--- src/rtl/ahb2apb_bridge_ctrl.sv ---
`default_nettype none
// ============================================================================
// ahb2apb_bridge_ctrl : turns each AHB beat into one APB SETUP/ENABLE transfer
// Revision: 1.0
// ============================================================================
module ahb2apb_bridge_ctrl #(
    parameter logic [31:0] BASE_ADDR  = 32'h8000_0000,
    parameter logic [31:0] SLAVE_SPAN = 32'h0400_0000,
    parameter int          NUM_SLAVES = 3
) (
    input  logic                  clk,
    input  logic                  rst,
    input  logic                  hwrite,
    input  logic [1:0]            htrans,
    input  logic [2:0]            hsize,
    input  logic [2:0]            hburst,
    input  logic                  hreadyin,
    input  logic [31:0]           haddr,
    input  logic [31:0]           hwdata,
    output logic [31:0]           hrdata,
    output logic                  hreadyout,
    output logic [1:0]            hresp,
    output logic [31:0]           paddr,
    output logic [31:0]           pwdata,
    output logic                  pwrite,
    output logic [NUM_SLAVES-1:0] pselx,
    output logic                  penable,
    input  logic [31:0]           prdata
);

    localparam int          c_IDX_W = (NUM_SLAVES > 1) ? $clog2(NUM_SLAVES) : 1;
    localparam logic [63:0] c_RANGE = 64'(NUM_SLAVES) * {32'd0, SLAVE_SPAN};

    localparam logic [2:0] c_ST_IDLE   = 3'd0;
    localparam logic [2:0] c_ST_WWAIT  = 3'd1;
    localparam logic [2:0] c_ST_SETUP  = 3'd2;
    localparam logic [2:0] c_ST_ENABLE = 3'd3;
    localparam logic [2:0] c_ST_ERR1   = 3'd4;
    localparam logic [2:0] c_ST_ERR2   = 3'd5;

    logic [2:0]            r_state;
    logic [31:0]           r_addr;
    logic                  r_write;
    logic [NUM_SLAVES-1:0] r_sel;

    logic [31:0]           w_off;
    logic [31:0]           w_idx_full;
    logic                  w_in_range;
    logic                  w_req;
    logic                  w_valid;
    logic                  w_err;
    logic [NUM_SLAVES-1:0] w_sel;
    logic                  w_unused;

    // Both bounds are checked so addresses below BASE_ADDR cannot wrap into range
    always_comb begin
        w_off      = haddr - BASE_ADDR;
        w_in_range = (haddr >= BASE_ADDR) && ({32'd0, w_off} < c_RANGE);
        w_idx_full = w_off / SLAVE_SPAN;
        w_sel      = NUM_SLAVES'(1) << w_idx_full[c_IDX_W-1:0];
        w_req      = hreadyin & htrans[1];
        w_valid    = w_req & w_in_range;
        w_err      = w_req & ~w_in_range;
    end

    assign w_unused  = ^{hsize, hburst, htrans[0], w_idx_full[31:c_IDX_W]};
    assign hreadyout = (r_state == c_ST_IDLE) || (r_state == c_ST_ERR2);
    assign hresp     = ((r_state == c_ST_ERR1) || (r_state == c_ST_ERR2)) ? 2'b01 : 2'b00;

    always_ff @(posedge clk or posedge rst) begin
        if (rst) begin
            r_state <= c_ST_IDLE;
            r_addr  <= 32'd0;
            r_write <= 1'b0;
            r_sel   <= '0;
            hrdata  <= 32'd0;
            paddr   <= 32'd0;
            pwdata  <= 32'd0;
            pwrite  <= 1'b0;
            pselx   <= '0;
            penable <= 1'b0;
        end else begin
            case (r_state)
                c_ST_IDLE: begin
                    if (w_valid) begin
                        r_addr  <= haddr;
                        r_write <= hwrite;
                        r_sel   <= w_sel;
                        if (hwrite) begin
                            r_state <= c_ST_WWAIT;
                        end else begin
                            // Reads skip WWAIT, so the SETUP outputs come straight from the bus
                            pselx   <= w_sel;
                            paddr   <= haddr;
                            pwrite  <= 1'b0;
                            penable <= 1'b0;
                            r_state <= c_ST_SETUP;
                        end
                    end else if (w_err) begin
                        r_state <= c_ST_ERR1;
                    end
                end
                c_ST_WWAIT: begin
                    pwdata  <= hwdata;
                    pselx   <= r_sel;
                    paddr   <= r_addr;
                    pwrite  <= 1'b1;
                    penable <= 1'b0;
                    r_state <= c_ST_SETUP;
                end
                c_ST_SETUP: begin
                    penable <= 1'b1;
                    r_state <= c_ST_ENABLE;
                end
                c_ST_ENABLE: begin
                    if (!r_write) begin
                        hrdata <= prdata;
                    end
                    pselx   <= '0;
                    penable <= 1'b0;
                    r_state <= c_ST_IDLE;
                end
                c_ST_ERR1: r_state <= c_ST_ERR2;
                c_ST_ERR2: r_state <= c_ST_IDLE;
                default:   r_state <= c_ST_IDLE;
            endcase
        end
    end

endmodule
`default_nettype wire

--- config.mk ---
export PLATFORM = sky130hd
export DESIGN_NAME = ahb2apb_bridge_ctrl
export DESIGN_NICKNAME = d
export VERILOG_FILES = /design/src/rtl/ahb2apb_bridge_ctrl.sv
export SDC_FILE = /design/constraint.sdc
export NUM_CORES = 1
export LEC_CHECK = 0
export ABC_AREA = 1
export BUFFER_PORTS_ARGS = -buffer_cell sky130_fd_sc_hd__buf_2
export CAP_MARGIN = 15
export CORE_MARGIN = 2
export CORE_UTILIZATION = 45
export DETAILED_ROUTE_END_ITERATION = 10
export PLACE_DENSITY = 0.75
export SYNTH_ARGS = -nofsm -noshare
export SYNTH_HDL_FRONTEND = slang
export SYNTH_SLANG_ARGS = --single-unit
--- constraint.sdc ---
create_clock -name clk -period 4.25 [get_ports clk]
set_input_delay 0.85 -clock clk [delete_from_list [all_inputs] [get_ports clk]]
set_output_delay 0.85 -clock clk [all_outputs]
set_load 0.03 [all_outputs]
Word level (Yosys, flattened, before mapping)
Cells that the tools add are included.
W data, S select, Z words.

storage, ports and cells
  logic and storage cells = 55
  input bits = 108
  output and inout port bits = 104
  register bits = 140

operators by class
  reduce and logical (&&, ||, !) cells = 13
  multiplexer cells = 15
  bitwise logic cells = 5
  magnitude comparators = 2
  shifts and indexed selects = 1
  eq/ne operators = 8
  add/subtract/negate cells = 1

operators by type and width
  kind                      count
  $mux W32                  2
  $pmux W32 S2              1
  $ge A32 B32 Y1 const B    1
  $lt A32 B28 Y1 const B    1
  $sub A32 B32 Y32 const B  1
  $mux W3                   4
  $pmux W3 S4               1
  $pmux W3 S3               1
  $reduce_and A3 Y1         3
  $eq A3 B2 Y1 const B      2
  $eq A3 B3 Y1 const B      2
  $reduce_bool A3 Y1        2
  $ne A2 B2 Y1 const B      2
  $reduce_and A2 Y1         2
  $and A1 B1 Y1             3
  $eq A3 B1 Y1 const B      1
  $logic_not A3 Y1          1
  $mux W1                   3
  $ne A3 B3 Y1 const B      1
  $pmux W1 S3               1
  $shl A1 B2 Y3 const A     1
  $logic_or A1 B1 Y1        2
  $mux W2                   1
  $not A1 Y1                2
  4 further kinds           4

Depth between registers and ports, before layout
Gate-level depths: netlist (run 1).

  word-level depth = 8
  gate-level depth with buffers = 9
  gate-level depth less buffers = 8

Least setup slack after synthesis (run 1)
OpenSTA, ideal clock, no wires.

  path kind = reg-to-output
  from = register r_state[2]
  to = output port hreadyout
  buffers on the path = 0
  required time = 3400 ps
  arrival = 1371 ps
  setup slack = 2029 ps
  cell stages (with the launch flop) = 5
  cell sequence = dfrtp_1 -> inv_1 -> nor2_1 -> nand2_1 -> nand2_1

on the way
  word-level cells in the longest chain between the ends = 2
  elaborated cells on any way between the ends = 3
  those cells by class = 1 x eq/ne; 2 x reduce/logical

ends and longest elaborated chain
  element                                           line  RTL
  start, declared                                   41    logic [2:0] r_state;
  start signal, assigned                            72    r_state <= c_ST_IDLE;
  start signal, assigned                            90    r_state <= c_ST_WWAIT;
  start signal, assigned                            97    r_state <= c_ST_SETUP;
  $eq A3 B3 Y1 or $logic_not A3 Y1 (tied branches)  67    assign hreadyout = (r_state == c_ST_IDLE) || (r_state == c_ST_ERR2);
  $logic_or A1 B1 Y1 *                              67
  end, declared                                     21    output logic hreadyout,

Mark *: on every way between the ends. The rest lies on a longest branch, timed or not.

Worst setup path after layout (run 1)
  from = register r_state[1]
  to = output port hreadyout

The elaborated chain is that of the path after synthesis.

==> results of run 1 <==
==> synthesized netlist by cell type (all sizes together) <==
cell,n
nor2,9
conb,1
nand4,32
clkbuf,4
a22oi,1
nand2,342
a21oi,1
nand3,75
dfrtp,140
buf,40
inv,50
or2,1
o21ai,34
==> final timing paths <==
path | from | endpoint | slack [ns] | depth (start not counted)
worst max register to register | r_state[1]$_DFFE_PP0P_ | r_addr[27]$_DFFE_PP0P_ | 1.65 | 6
max in group asynchronous | rst | paddr[15]$_DFFE_PP0P_ | 3.17 | 3
min in group clk | r_addr[30]$_DFFE_PP0P_ | r_addr[30]$_DFFE_PP0P_ | 0.46 | 2
worst max-delay path | r_state[1]$_DFFE_PP0P_ | hreadyout | 1.43 | 4
worst min register to register | r_addr[30]$_DFFE_PP0P_ | r_addr[30]$_DFFE_PP0P_ | 0.46 | 2
worst min-delay path | rst | hrdata[4]$_DFFE_PP0P_ | 0.34 | 2
==> cell families (layout without fill, tap and decap cells) <==
kind of cell	count (synthesis)	after routing	synth area share, %
simple gates	459	459	32.1
flops	140	140	57.8
buf+inv	94	290	7.08
compound gates	36	36	3.01
other cells	1	1	0.0618
==> final cells by class <==
class	instances	share of cell area, %
Clock buffer	25	6.18
Clock inverter	6	1.14
Multi-Input combinational cell	496	27.8
Timing Repair Buffer	209	14.0
Inverter	50	2.49
Sequential cell	140	45.6
Tap cell	176	2.86
==> power groups by stage <==
| stage | clock [W] | combinational [W] | sequential [W] |
|---|---|---|---|
| floorplan | 0 | 0.00114 | 0.00312 |
| global placement | 0 | 0.00280 | 0.00219 |
| detailed placement | 0 | 0.00285 | 0.00220 |
| CTS | 0.00145 | 0.00285 | 0.00220 |
| global route | 0.00152 | 0.00306 | 0.00226 |
| finish | 0.00142 | 0.00282 | 0.00220 |
==> cell usage in the layout, fill, tap and decap left out, types with 2 or more instances in the layout <==
cell type / n
o21ai_0: 2
clkinv_4: 2
clkbuf_8: 2
bufinv_16: 2
nand3_2: 2
nand2_1: 339
nor2_4: 2
clkinv_2: 2
dfrtp_1: 140
o21ai_1: 32
inv_1: 44
inv_2: 5
nor2_1: 6
buf_4: 5
buf_2: 203
clkbuf_1: 6
nand3_1: 72
nand2_2: 2
clkbuf_16: 17
nand4_1: 32
==> critical path, cell delays in order (launching register included) <==
cell,delay [ns]
dfrtp_1,0.47
nor2_4,0.63
nand2_4,0.13
nand2_1,0.10
buf_2,0.21
==> stage by stage <==
step / instance area (um^2) / power (W) / hold WS [ns]
2_1_floorplan: 6070 / 0.00426 / 0.436
5_1_grt: 7690 / 0.00684 / 0.340
6_report: 7690 / 0.00644 / 0.342
4_1_cts: 7690 / 0.00651 / 0.329
3_3_place_gp: 7130 / 0.00499 / 0.450
3_5_place_dp: 7130 / 0.00505 / 0.452
==> metal layers <==
metal / share of wire [%] / vias up
met4: 2.5 / 0
met2: 46 / 189
met3: 6.3 / 28
met5: 0 / -
met1: 45 / 2468
li1: - / 2674
==> registers in the layout, summed over array words and instances, names as in the netlist <==
register and cells:
pselx 3, hrdata 32, paddr 32, r_state 3, pwdata 32, pwrite 1
r_sel 3, penable 1, r_write 1, r_addr 32
==> impl_metrics.yaml, run 1 <==
status:
  status: "finished clean"
pwr:
  peakVddDrop_uv: 394
  p_switching_w: 0.00288
  p_int_w: 0.00356
  swShare_pct: 44.7
  comb_power_share_pct: 43.7
  cellLeakagePower_nw: 4.47
  p_clk_share_pct: 22.1
  p_seq_share_pct: 34.2
  power_density_mw_per_mm2: 838
routing:
  dr_total_vias: 5359
  drtIter0Drc: 468
  drt.antenna.violating_nets: 0
  routedWlPerCell_um: 13.6
  first_pass_iters: 5
  drc: 0
  routed_wl_mm: 15.0
  vias_per_cell: 4.86
placement:
  gp_congestion: 0.782
  dp_cells: 1071
  port_buffers: 203
  hpwl_mm: 9.48
  pre_cts_ws_ns: 1.58
global_routing:
  antenna_found_initial: 0
  grt_use_met2_pct: 32.1
  track_usage_pct: 21.4
  busiest_layer: "met2"
  grt_pass1_wl_mm: 24.3
  grtUsageMet1_pct: 28.9
  grt_pass1_vias: 4963
  grt_max_degree: 97
  use_met3_pct: 5.75
  grt-ovfl-total: 0
floorplan:
  dieArea_mm2: 0.0144
  die_y_um: 120
  initial_core_util_pct: 46.0
  dieWidth_um: 120
  io_pins: 212
  core_mm2: 0.0132
  num_rows: 42
logic_synthesis:
  synth_top_area_share_pct: 57.8
  ys_ff_latch: 140
  yosysWarnings: 0
  synth_area_leader_cell: "dfrtp_1"
  synth_area_per_cell_um2: 8.31
  synth_area_mm2: 0.00606
  ys_types: 22
  synth_nets: 838
  yosys-top-cells-area: "dfrtp_1 (58%), nand2_1 (21%), nand3_1 (5.9%)"
  syn_inst: 730
  yosysSeqAreaShare_pct: 57.8
cts:
  cts_resized: 0
  clock-sinks: 140
  cts_hold_repair.buffers: 0
  cts-buffers-inserted: 17
  post-cts-setup-buffer-count: 0
  clk_root_buffer_cell: "clkbuf_16"
  clock_path_buffers: 2
  clkTransAtPathRegs_ns: 0.06
  htreeDepth: 4
  worstSkewPairLatency_ns: 0.41
  cts_tree: "built"
sta:
  period_share_pct: 66.4
  setup_violations: 0
  slew_viol_final: 0
  rsz0062_at_grt: "false"
  tns_ns: 0
  finClkSkew_ns: 0.00717
  relSlewSlack_pct: 35.2
  layout_min_cycle_time_ns: 2.82
  fmax_ghz: 0.355
  fin_ws_ns: 1.43
  tightest_slew_ns: 0.972
  finalHoldViolCount: 0
min_path:
  hold_class: "in -> async"
critical_path:
  cp.required_ns: 3.40
  worst-path-max-fanout: 30
  critPathLaunchType: "flop"
  crit_path_end_kind: "primary output"
  arrival_ns: 1.97
  criticalPathCategory: "reg -> out"
layout:
  layout-drive-gt1-share_pct: 27.0
  diodes: 0
  nNetsFinal: 1022
  multiInputGateArea_mm2: 0.00214
  final_cells: 1102
  final_util_pct: 58.3
  seq_area_mm2: 0.00350
  fillCellCount: 1216
  syn_to_final_growth_pct: 26.8
job:
  cap_violations: 0
No activity file was read; power rests on OpenSTA's default activity.
==> run 2, diff against run 1 <==
ABC_AREA = 0   (was 1)
PLACE_DENSITY = 0.76   (was 0.75)
clock period = 2.49 ns   (was 4.25 ns; I/O delays follow)
==> run 2 against run 1 <==
  * Cell area rose by 0.26%
  * First-iteration DRC count is 54% lower
  * Setup slack got worse by 1.1 ns
  * Critical path depth down 1
  * Clock skew down 0.0019 ns
  * Synthesized area down 4.3%
  * Critical path type unchanged
==> impl_metrics.yaml, run 2 <==
status:
  status: "finished clean"
layout:
  syn_to_final_growth_pct: 32.8
  diodes: 0
  final_cells: 767
  final_util_pct: 61.1
  nNetsFinal: 690
  fillCellCount: 1036
  layout_common_cells: "buf_2 (203), dfrtp_1 (140), mux2_2 (126)"
  layout-drive-gt1-share_pct: 68.1
  final_common_cell: "buf_2"
sta:
  tns_ns: 0
  finClkSkew_ns: 0.00524
  tightest_slew_ns: 0.540
  relSlewSlack_pct: 64.0
  rsz0062_at_grt: "false"
  layout_min_cycle_time_ns: 2.20
  period_share_pct: 88.4
  setup_violations: 0
  fmax_ghz: 0.455
  finalHoldViolCount: 0
  slew_viol_final: 0
cts:
  cts_resized: 0
  clock_path_buffers: 2
  clock-sinks: 140
  htreeDepth: 4
  cts_hold_repair.buffers: 0
  clk_root_buffer_cell: "clkbuf_16"
  cts_tree: "built"
  worstSkewPairLatency_ns: 0.41
  post-cts-setup-buffer-count: 0
  cts-buffers-inserted: 17
  clkTransAtPathRegs_ns: 0.06
min_path:
  hold_class: "in -> async"
job:
  cap_violations: 0
placement:
  port_buffers: 203
  gp_congestion: 0.772
  dp_cells: 735
  hpwl_mm: 8.72
routing:
  routed_wl_mm: 12.2
  routedWlPerCell_um: 15.9
  vias_per_cell: 4.86
  drtIter0Drc: 215
  first_pass_iters: 4
  drt.antenna.violating_nets: 0
  drc: 0
  dr_total_vias: 3726
critical_path:
  cp_slowest_cell: "dfrtp_1"
  critPathLaunchType: "flop"
  criticalPathCategory: "reg -> out"
  cp_cell_sequence: "nor2b_1, nor3_1, buf_2"
  cp.required_ns: 1.99
  slowest_delay_ns: 0.51
  worst-path-max-fanout: 11
  crit_path_end_kind: "primary output"
  arrival_ns: 1.70
logic_synthesis:
  synth_area_per_cell_um2: 15.8
  synth.most_common_cell: "dfrtp_1"
  synth_area_mm2: 0.00580
  synth_top_area_share_pct: 60.4
  synth_mux_area_share_pct: 31.4
  yosys-top-cells-area: "dfrtp_1 (60%), mux2_2 (24%), mux2_4 (7.0%)"
  yosysSeqAreaShare_pct: 60.4
  synth_edf_count: 0
  synth_compound_area_share_pct: 2.37
  synth_top_flop_cell: "dfrtp_1"
  yosysWarnings: 0
  ys_types: 33
  ys_ff_latch: 140
  async_reset_ff_share_pct: 100
  synth_top_family_by_area: "multiplexers"
  synth_common_cells: "dfrtp_1 (140), mux2_2 (126), mux2_4 (27)"
  synth_area_leader_cell: "dfrtp_1"
  syn_inst: 368
  synthSimpleGateAreaFrac_pct: 3.10
  synth_fa_ha_area_share_pct: 0
  synth_xor_xnor_area_share_pct: 0.151
  synth_nets: 476
floorplan:
  io_pins: 212
  dieWidth_um: 118
  dieArea_mm2: 0.0138
  die_y_um: 118
  core_mm2: 0.0126
  initial_core_util_pct: 46.0
  num_rows: 41
global_routing:
  grt_pass1_wl_mm: 20.4
  grt_pass1_vias: 4085
  grt-ovfl-total: 0
  track_usage_pct: 18.6
  busiest_layer: "met2"
  antenna_found_initial: 0
  grt_use_met2_pct: 31.9
  grtUsageMet1_pct: 21.5
  grt_max_degree: 97
  use_met3_pct: 6.54
pwr:
  comb_power_share_pct: 42.5
  cellLeakagePower_nw: 3.84
  peakVddDrop_uv: 917
  p_seq_share_pct: 33.0
  swShare_pct: 37.7
  p_switching_w: 0.00424
  p_int_w: 0.00699
  p_clk_share_pct: 24.5
  power_density_mw_per_mm2: 1460
-- run 2: final timing paths --
path	start	to	slack, ns	cells after the start
setup / recovery	r_state[0]$_DFFE_PP0P_	hreadyout	0.29	3
hold / removal	rst	hrdata[16]$_DFFE_PP0P_	0.26	3
setup reg to reg	r_state[0]$_DFFE_PP0P_	pwdata[21]$_DFFE_PP0P_	0.43	5
hold reg to reg	r_addr[31]$_DFFE_PP0P_	r_addr[31]$_DFFE_PP0P_	0.47	1
max in group asynchronous	rst	r_sel[0]$_DFFE_PP0P_	1.82	3
min in group clk	prdata[25]	hrdata[25]$_DFFE_PP0P_	0.32	2
-- run 2: kinds of logic (layout without fill, tap and decap cells) --
kind of cell,Yosys count,after routing
and+or+nand+nor,29,29
muxes,153,153
buffers and inverters,24,251
DFF,140,140
other,1,1
xor gates and xnor gates,1,1
AOI/OAI and AO/OA,20,20
-- run 2: stage by stage --
step                      hold WS [ns]  total power, W  instance area [um^2]  setup WS, ns
after floorplan                  0.428         0.00717                  5810         0.190
after global placement           0.446         0.00840                  7060         0.101
after detailed placement         0.460         0.00857                  7060        0.0672
after CTS                        0.275          0.0114                  7710         0.286
after global routing             0.289          0.0118                  7710         0.172
final                            0.257          0.0112                  7710         0.290
-- run 2: final cells by class --
cell class,instances,area [um^2],share of cell area (%)
repair buffers,215,1160,15.0
well taps,172,215,2.79
inverters,4,18.8,0.243
flip-flops and latches,140,3500,45.4
multi-input cells,204,2170,28.1
clock inverters,12,193,2.50
clock buffers,20,457,5.92
-- run 2: routing by layer --
metal / share of wire, % / vias up
met5: 0 / -
met4: 1.8 / 0
met3: 5.0 / 15
met2: 52 / 103
met1: 41 / 1872
li1: - / 1736
-- run 2: worst max-delay path: cells and delay by family, from the launching register on --
family / cells / cell delay (ns)
flip-flops: 1 / 0.51
buffers and inverters: 1 / 0.21
AND/OR/NAND/NOR: 2 / 0.58
-- run 2: power by group through the flow --
stage          Clock (W)  Combinational (W)  Sequential, W
2_1_floorplan          0            0.00188        0.00529
3_3_place_gp           0            0.00472        0.00368
3_5_place_dp           0            0.00482        0.00375
4_1_cts          0.00280            0.00483        0.00372
5_1_grt          0.00293            0.00503        0.00384
6_report         0.00275            0.00477        0.00371
